--- src/rtl/cache_mem_arbiter.sv ---
// Round-robin arbiter sharing one memory port between the L1 I-cache (read-only) and the L1 D-cache.
// The command is latched at grant, and completion is returned only to the owner.
module cache_mem_arbiter #(
  parameter int unsigned LINE_WIDTH = 256,
  parameter int unsigned ADDR_WIDTH = 32
) (
  input  logic                  clk,
  input  logic                  reset_n,
  input  logic                  i_read,
  input  logic [ADDR_WIDTH-1:0] i_address,
  output logic [LINE_WIDTH-1:0] i_rdata,
  output logic                  i_resp,
  input  logic                  d_read,
  input  logic                  d_write,
  input  logic [ADDR_WIDTH-1:0] d_address,
  input  logic [LINE_WIDTH-1:0] d_wdata,
  output logic [LINE_WIDTH-1:0] d_rdata,
  output logic                  d_resp,
  output logic                  mem_read,
  output logic                  mem_write,
  output logic [ADDR_WIDTH-1:0] mem_address,
  output logic [LINE_WIDTH-1:0] mem_wdata,
  input  logic [LINE_WIDTH-1:0] mem_rdata,
  input  logic                  mem_resp,
  output logic                  busy
);

  typedef enum logic [1:0] {S_IDLE, S_SERVE, S_DONE} state_t;

  state_t                r_state;
  state_t                w_state_nxt;
  logic                  r_owner;
  logic                  r_last;
  logic                  r_mem_read;
  logic                  r_mem_write;
  logic                  r_busy;
  logic [ADDR_WIDTH-1:0] r_addr;
  logic [LINE_WIDTH-1:0] r_wdata;

  logic w_i_req;
  logic w_d_req;
  logic w_grant;
  logic w_grant_d;
  logic w_grant_wr;
  logic w_done;

  assign w_i_req = i_read;
  assign w_d_req = d_read | d_write;

  // Next state and grant decision; on a tie the side that did not finish last wins.
  always_comb begin
    w_state_nxt = r_state;
    w_grant     = 1'b0;
    w_grant_d   = 1'b0;
    w_grant_wr  = 1'b0;
    w_done      = 1'b0;
    case (r_state)
      S_IDLE: begin
        if (w_i_req || w_d_req) begin
          w_grant     = 1'b1;
          w_grant_d   = w_d_req && (!w_i_req || !r_last);
          w_grant_wr  = w_grant_d && d_write;
          w_state_nxt = S_SERVE;
        end
      end
      S_SERVE: begin
        if (mem_resp) begin
          w_done      = 1'b1;
          w_state_nxt = S_DONE;
        end
      end
      S_DONE:  w_state_nxt = S_IDLE;
      default: w_state_nxt = S_IDLE;
    endcase
  end

  always_ff @(posedge clk or negedge reset_n) begin
    if (!reset_n) r_state <= S_IDLE;
    else          r_state <= w_state_nxt;
  end

  // Latched command and ownership bookkeeping.
  always_ff @(posedge clk or negedge reset_n) begin
    if (!reset_n) begin
      r_owner     <= 1'b0;
      r_last      <= 1'b1;
      r_mem_read  <= 1'b0;
      r_mem_write <= 1'b0;
      r_addr      <= '0;
      r_wdata     <= '0;
      r_busy      <= 1'b0;
    end else begin
      r_busy <= (w_state_nxt != S_IDLE);
      if (w_grant) begin
        r_owner     <= w_grant_d;
        r_mem_read  <= !w_grant_wr;
        r_mem_write <= w_grant_wr;
        r_addr      <= w_grant_d ? d_address : i_address;
        r_wdata     <= w_grant_d ? d_wdata : '0;
      end else if (w_done) begin
        r_last      <= r_owner;
        r_mem_read  <= 1'b0;
        r_mem_write <= 1'b0;
      end
    end
  end

  assign mem_read    = r_mem_read;
  assign mem_write   = r_mem_write;
  assign mem_address = r_addr;
  assign mem_wdata   = r_wdata;
  assign busy        = r_busy;
  assign i_rdata     = mem_rdata;
  assign d_rdata     = mem_rdata;
  assign i_resp      = w_done && !r_owner;
  assign d_resp      = w_done && r_owner;

endmodule

--- config.mk ---
export PLATFORM = sky130hd
export DESIGN_NAME = cache_mem_arbiter
export DESIGN_NICKNAME = d
export VERILOG_FILES = /design/src/rtl/cache_mem_arbiter.sv
export SDC_FILE = /design/constraint.sdc
export NUM_CORES = 1
export LEC_CHECK = 0
export CORE_AREA = 2 2 545 547
export CTS_BUF_LIST = sky130_fd_sc_hd__clkbuf_8
export DETAILED_ROUTE_END_ITERATION = 10
export DIE_AREA = 0 0 547 549
export GPL_TIMING_DRIVEN = 0
export PLACE_DENSITY = 0.3
export SYNTH_ARGS = -nofsm -noshare
export SYNTH_HDL_FRONTEND = slang
export SYNTH_SLANG_ARGS = --single-unit
export TNS_END_PERCENT = 10
--- constraint.sdc ---
create_clock -name clk -period 3.2 [get_ports clk]
set_input_delay 0.64 -clock clk [delete_from_list [all_inputs] [get_ports clk]]
set_output_delay 0.64 -clock clk [all_outputs]
set_load 0.005 [all_outputs]
==> run_results.csv, run 1 <==
group,metric,value,unit
setup_path,crit_required,2.56,ns
setup_path,r2r_setup_slack,0.87,ns
floorplanning,ios,1387,
worst_hold_path,min_path_type,"input port to async pin",
synthesis,synthCells,1328,
final_layout,final_nets,3122,
timing,rsz0062_at_grt,"no",
floorplanning,dieArea,300000,µm²
drt,first_iter_violations,696,
flow_run,cap_violations,0,
floorplanning,start_util,5.10,%
cts,clk_pin_slew,0.06,ns
setup_path,cp_num_buf_inv,2,
setup_path,critPathTopFamily,"buffers and inverters",
timing,slew_violations,0,
final_layout,fillerInstances,33699,
cts,cts_buffer_depth,4,
place,io_buffers,1130,
global_route,grt_pass1_wl,177000,µm
global_route,grt-ovfl-total,0,
synthesis,synthXorXnorAreaFrac,0,%
timing,finClkSkew,0.0535,ns
setup_path,reg2reg_from,"r_state[0]",
synthesis,synthMuxAreaShare,0,%
power,power_density,726,nW/µm²
synthesis,synthTopCellsByCount,"buf_4, dfrtp_1, a22o_1",
synthesis,syn-cell-area,15100,µm²
timing,layout_setup_ws,0.276,ns
place,post-place-ws,-0.273,ns
synthesis,synth-simple-area-share,0.590,%
cts,clk_latency,0.86,ns
floorplanning,die_w,547,µm
floorplanning,die_y,549,µm
drt,vias_per_cell,2.36,
cts,numCtsBuffers,74,
timing,fmax,342,MHz
drt,vias,15418,
place,dpl_cell_area,31400,µm²
setup_path,critPathCapture,"i_resp",
place,hpwl,125000,µm
synthesis,async_flop_share,100,%
cts,cts_tree,"built",
place,place.gp.congestion,0.788,
final_layout,drive_gt1_share,27.1,%
setup_path,arrival,2.28,ns
global_route,grt_start_max_net_pins,103,
synthesis,synth.area.top_cells,"dfrtp_1, buf_4, a22o_1",
cts,root_buffer,"clkbuf_8",
floorplanning,num_rows,200,
setup_path,path_cells,"nand3b_1 > buf_4 > nor2_1 > clkdlybuf4s50_1",
timing,final_hold_viol_count,0,
drt,ant_nets,0,
synthesis,ys_ff_latch,295,
setup_path,reg2reg_depth,5,
synthesis,avgSynthCellArea,11.3,µm²
synthesis,synth_top_family_by_area,"buffers and inverters",
setup_path,critPathSlowestCell,"clkdlybuf4s50_1",
final_layout,regArea,7380,µm²
setup_path,crit_path_end_kind,"output pin",
synthesis,ys_seq_area_share,49.0,%
floorplanning,core,295000,µm²
synthesis,yosysMostFrequentCell,"buf_4",
place,dp.cells,6400,
timing,tns,0,ns
status,status,"completed",
drt,routed_wl,144000,µm
cts,cts.sinks,295,
timing,worst_pin_slew,1.25,ns
final_layout,multi_input_area,3330,µm²
synthesis,syn-num-nets,1910,
synthesis,yosysWarnings,0,
setup_path,cp-startpoint,"r_state[1]",
global_route,grtUsageTotal,9.10,%
power,design_power_total,24.0,mW
drt,wl_per_cell,22.0,µm
power,ir_drop,0.000286,V
synthesis,synth-edff-count,0,
final_layout,syn_to_final_growth,119,%
final_layout,layoutNonFillerInstCount,6541,
timing,period_share,91.4,%
drt,drc_errors,0,
synthesis,ys_types,26,
synthesis,synth_top_area_share,48.9,%
final_layout,final_util,11.2,%
synthesis,synth_top_area_cell,"dfrtp_1",
setup_path,critPathKind,"flip-flop to output pin",
cts,htree_levels,3,
setup_path,path_depth,4,
drt,first_pass_iters,4,
timing,whs,0.296,ns
final_layout,stdcell_area,33000,µm²
setup_path,cp_max_fo,5,
setup_path,cp-start-kind,"flip-flop",
setup_path,rr_endpoint,"mem_address[14]",
synthesis,synthAdderAreaFrac,0,%
power,leakage,13.2,nW
setup_path,critPathMaxStageDelay,0.59,ns
timing,relSlewSlack,16.2,%
timing,layout_min_cycle_time,2.92,ns
synthesis,synth_ff_type,"dfrtp_1",
global_route,grt_antenna_before_repair,66,
synthesis,synth_compound_area_share,21.6,%
global_route,grt_pass1_vias,15698,
timing,setup_viol,0,
layout by cell type (no fill, tap or decap), types with 2 or more instances in the layout:
cell and instances:
nor2_1 3, a21oi_1 63, buf_6 3, o21ai_0 63, clkbuf_8 99, diode_2 14, buf_4 539, dlygate4sd2_1 3
o211a_1 31, a22o_1 256, clkinvlp_4 2, nand2_1 2, a21o_1 2, buf_16 3, inv_1 13, dfrtp_1 294
bufinv_16 4, nand3b_1 2, clkbuf_1 21, clkdlybuf4s50_1 1126, buf_2 37, clkinv_2 8
per-layer routing:
| layer | GRT usage [%] | vias up | share of wire, % |
|---|---|---|---|
| met2 | 14.1 | 1047 | 44 |
| met3 | 5.42 | 186 | 14 |
| li1 | - | 6647 | - |
| met4 | 2.15 | 20 | 2.2 |
| met1 | 10.6 | 7518 | 40 |
| met5 | 0 | - | 0.089 |
timing repair:
item	in CTS	in global routing
endpoints found under the setup margin	5	0
hold buffers	1	0
setup buffers	2	0
hold endpoints to repair	56	0
gates resized for setup	3	0
flip-flops by register name, indices dropped and copies added, names as in the netlist:
| register | cells |
|---|---|
| mem_wdata | 256 |
| mem_address | 32 |
| r_state | 2 |
| busy | 1 |
| mem_read | 1 |
| mem_write | 1 |
| r_last | 1 |
| r_owner | 1 |
final cells by class:
type	instances	area share (%)
repair buffers	1136	34.6
flip-flops and latches	295	22.4
well taps	3939	14.9
plain buffers	598	13.1
multi-input cells	433	10.1
clock buffers	99	4.13
clock inverters	25	0.656
diodes	14	0.106
inverters	2	0.0227
worst min path at each step:
stage,startpoint,end,slack (ns),depth (start not counted)
after detailed placement,mem_wdata[2],mem_wdata[2],0.49,1
final,reset_n,mem_wdata[252],0.30,2
after global placement,mem_wdata[234],mem_wdata[234],0.49,1
after CTS,reset_n,mem_address[2],0.14,2
after global routing,reset_n,mem_wdata[252],0.19,2
after floorplan,reset_n,busy,0.34,0
power breakdown:
part | internal (mW) | total [mW] | switching [mW]
registers | 5.41 | 6.63 | 1.22
logic | 5.91 | 12.0 | 6.08
clock network | 3.06 | 5.35 | 2.29
kinds of logic (layout without fill, tap and decap cells):
| kind of cell | after synthesis | count (layout) |
|---|---|---|
| buf+inv | 600 | 1860 |
| compound gates | 421 | 421 |
| flops | 295 | 295 |
| simple gates | 12 | 12 |
| other cells | 0 | 14 |
No activity file was read; power rests on OpenSTA's default activity.
==> inputs of run 2 (changes only) <==
==> constraint.sdc (replaced) <==
create_clock -name clk -period 3.2 [get_ports clk]
set_input_delay 0.8 -clock clk [delete_from_list [all_inputs] [get_ports clk]]
set_output_delay 0.8 -clock clk [all_outputs]
set_load 0.005 [all_outputs]
==> run 2 against run 1 <==
Effect of this change:
- sequential power barely moved
- non-clock buffer count did not move
- global-route usage did not move
- largest cell class unchanged
==> run_results.csv, run 2 (synthesis results as in run 1) <==
group,metric,value,unit
status,status,"completed",
drt,first_pass_iters,4,
final_layout,layout_commonest_cell,"clkdlybuf4s50_1",
drt,ant_nets,0,
setup_path,path_depth,1,
global_route,grt_pass1_vias,15698,
setup_path,critPathKind,"flip-flop to output pin",
setup_path,crit_path_end_kind,"output pin",
timing,whs,0.456,ns
drt,wl_per_cell,22.0,µm
setup_path,r2r_setup_slack,0.87,ns
place,place.gp.congestion,0.788,
power,switchingPower,9.59,mW
floorplanning,num_rows,200,
final_layout,largest_register_ffs,256,
final_layout,stdcell_area,33000,µm²
timing,worst_pin_slew,1.25,ns
cts,numCtsBuffers,74,
cts,clk_pin_slew,0.06,ns
drt,routed_wl,144000,µm
global_route,grt_start_max_net_pins,103,
power,sequentialPowerShare,27.7,%
setup_path,rr_endpoint,"mem_address[14]",
setup_path,critPathSlowestCell,"clkdlybuf4s50_1",
setup_path,cp_max_fo,2,
timing,slew_violations,0,
final_layout,drive_gt1_share,27.1,%
cts,cts_tree,"built",
floorplanning,core,295000,µm²
power,ir_drop,0.000286,V
place,hpwl,125000,µm
setup_path,reg2reg_from,"r_state[0]",
floorplanning,ios,1387,
power,swShare,40.0,%
setup_path,critPathTopFamily,"buffers and inverters",
floorplanning,die_w,547,µm
setup_path,critPathMaxStageDelay,0.92,ns
place,dpl_cell_area,31400,µm²
floorplanning,die_y,549,µm
power,comb_power_share,50.0,%
setup_path,cp_num_buf_inv,1,
drt,vias,15418,
global_route,grt-ovfl-total,0,
final_layout,final_util,11.2,%
flow_run,cap_violations,0,
final_layout,syn_to_final_growth,119,%
cts,htree_levels,3,
timing,rsz0062_at_grt,"no",
timing,fmax,343,MHz
power,p_int,14.4,mW
cts,clk_latency,0.86,ns
cts,root_buffer,"clkbuf_8",
drt,vias_per_cell,2.36,
setup_path,reg2reg_depth,5,
setup_path,cp-start-kind,"flip-flop",
timing,setup_viol,0,
setup_path,arrival,2.12,ns
global_route,grt_pass1_wl,177000,µm
cts,cts_buffer_depth,4,
cts,cts.sinks,295,
final_layout,fillerInstances,33701,
final_layout,final_cell_mix,"clkdlybuf4s50_1, buf_4, dfrtp_1",
worst_hold_path,min_path_type,"input port to async pin",
drt,first_iter_violations,696,
timing,final_hold_viol_count,0,
setup_path,path_cells,"clkdlybuf4s50_1",
setup_path,crit_required,2.40,ns
drt,drc_errors,0,
timing,layout_min_cycle_time,2.92,ns
timing,finClkSkew,0.0535,ns
power,power_density,726,nW/µm²
power,clkPwrFrac,22.3,%
place,io_buffers,1130,
global_route,grt_antenna_before_repair,66,
timing,period_share,91.2,%
final_layout,final_nets,3122,
floorplanning,dieArea,300000,µm²
global_route,grtUsageTotal,9.10,%
power,leakage,13.2,nW
floorplanning,start_util,5.10,%
timing,relSlewSlack,16.2,%
run 2: routing by layer:
layer,up-vias,part of all wire [%],GRT usage [%]
met5,-,0.089,0
met4,20,2.2,2.15
met3,186,14,5.42
met2,1047,44,14.1
met1,7518,40,10.6
li1,6647,-,-
run 2: worst max path at each step:
stage                     slack (ns)           from         endpoint
after CTS                      0.009  mem_wdata[18]    mem_wdata[18]
final                           0.28  mem_wdata[18]    mem_wdata[18]
after floorplan                 1.29       mem_resp           d_resp
after global routing            0.06  mem_wdata[18]    mem_wdata[18]
after global placement        -15.23        reset_n   mem_wdata[136]
after detailed placement       -0.43         d_read  mem_address[13]
run 2: metrics by stage:
| step | power [mW] | setup TNS (ns) | setup slack [ns] | instances |
|---|---|---|---|---|
| CTS | 25.0 | 0 | 0.00904 | 6527 |
| floorplan | 10.3 | 0 | 1.29 | 1328 |
| detailed placement | 19.2 | -58.09 | -0.433 | 6400 |
| global placement | 19.3 | -4481.12 | -15.23 | 6397 |
| finish | 24.0 | 0 | 0.282 | 6541 |
| global route | 25.8 | 0 | 0.0577 | 6534 |
run 2: power by group through the flow:
stage	logic [mW]	registers (mW)	clock network, mW
6_report	12.0	6.63	5.35
3_3_place_gp	12.6	6.67	0
5_1_grt	13.1	6.84	5.83
2_1_floorplan	3.86	6.42	0
3_5_place_dp	12.5	6.66	0
4_1_cts	12.6	6.67	5.73
run 2: final cells by class:
type	count	area, µm²	area share, %
timing repair buffer	1136	11400	34.6
sequential	295	7380	22.4
tap	3939	4930	14.9
clock inverter	25	216	0.656
buffer	598	4330	13.1
multi-input combinational	433	3330	10.1
clock buffer	99	1360	4.13
antenna	14	35.0	0.106
inverter	2	7.51	0.0227
run 2: timing repair:
| item | CTS | global route |
|---|---|---|
| hold buffers | 1 | 0 |
| setup endpoints to repair | 5 | 0 |
| hold endpoints to repair | 32 | 0 |
| buffers inserted | 2 | 0 |
| gates resized for setup | 5 | 0 |
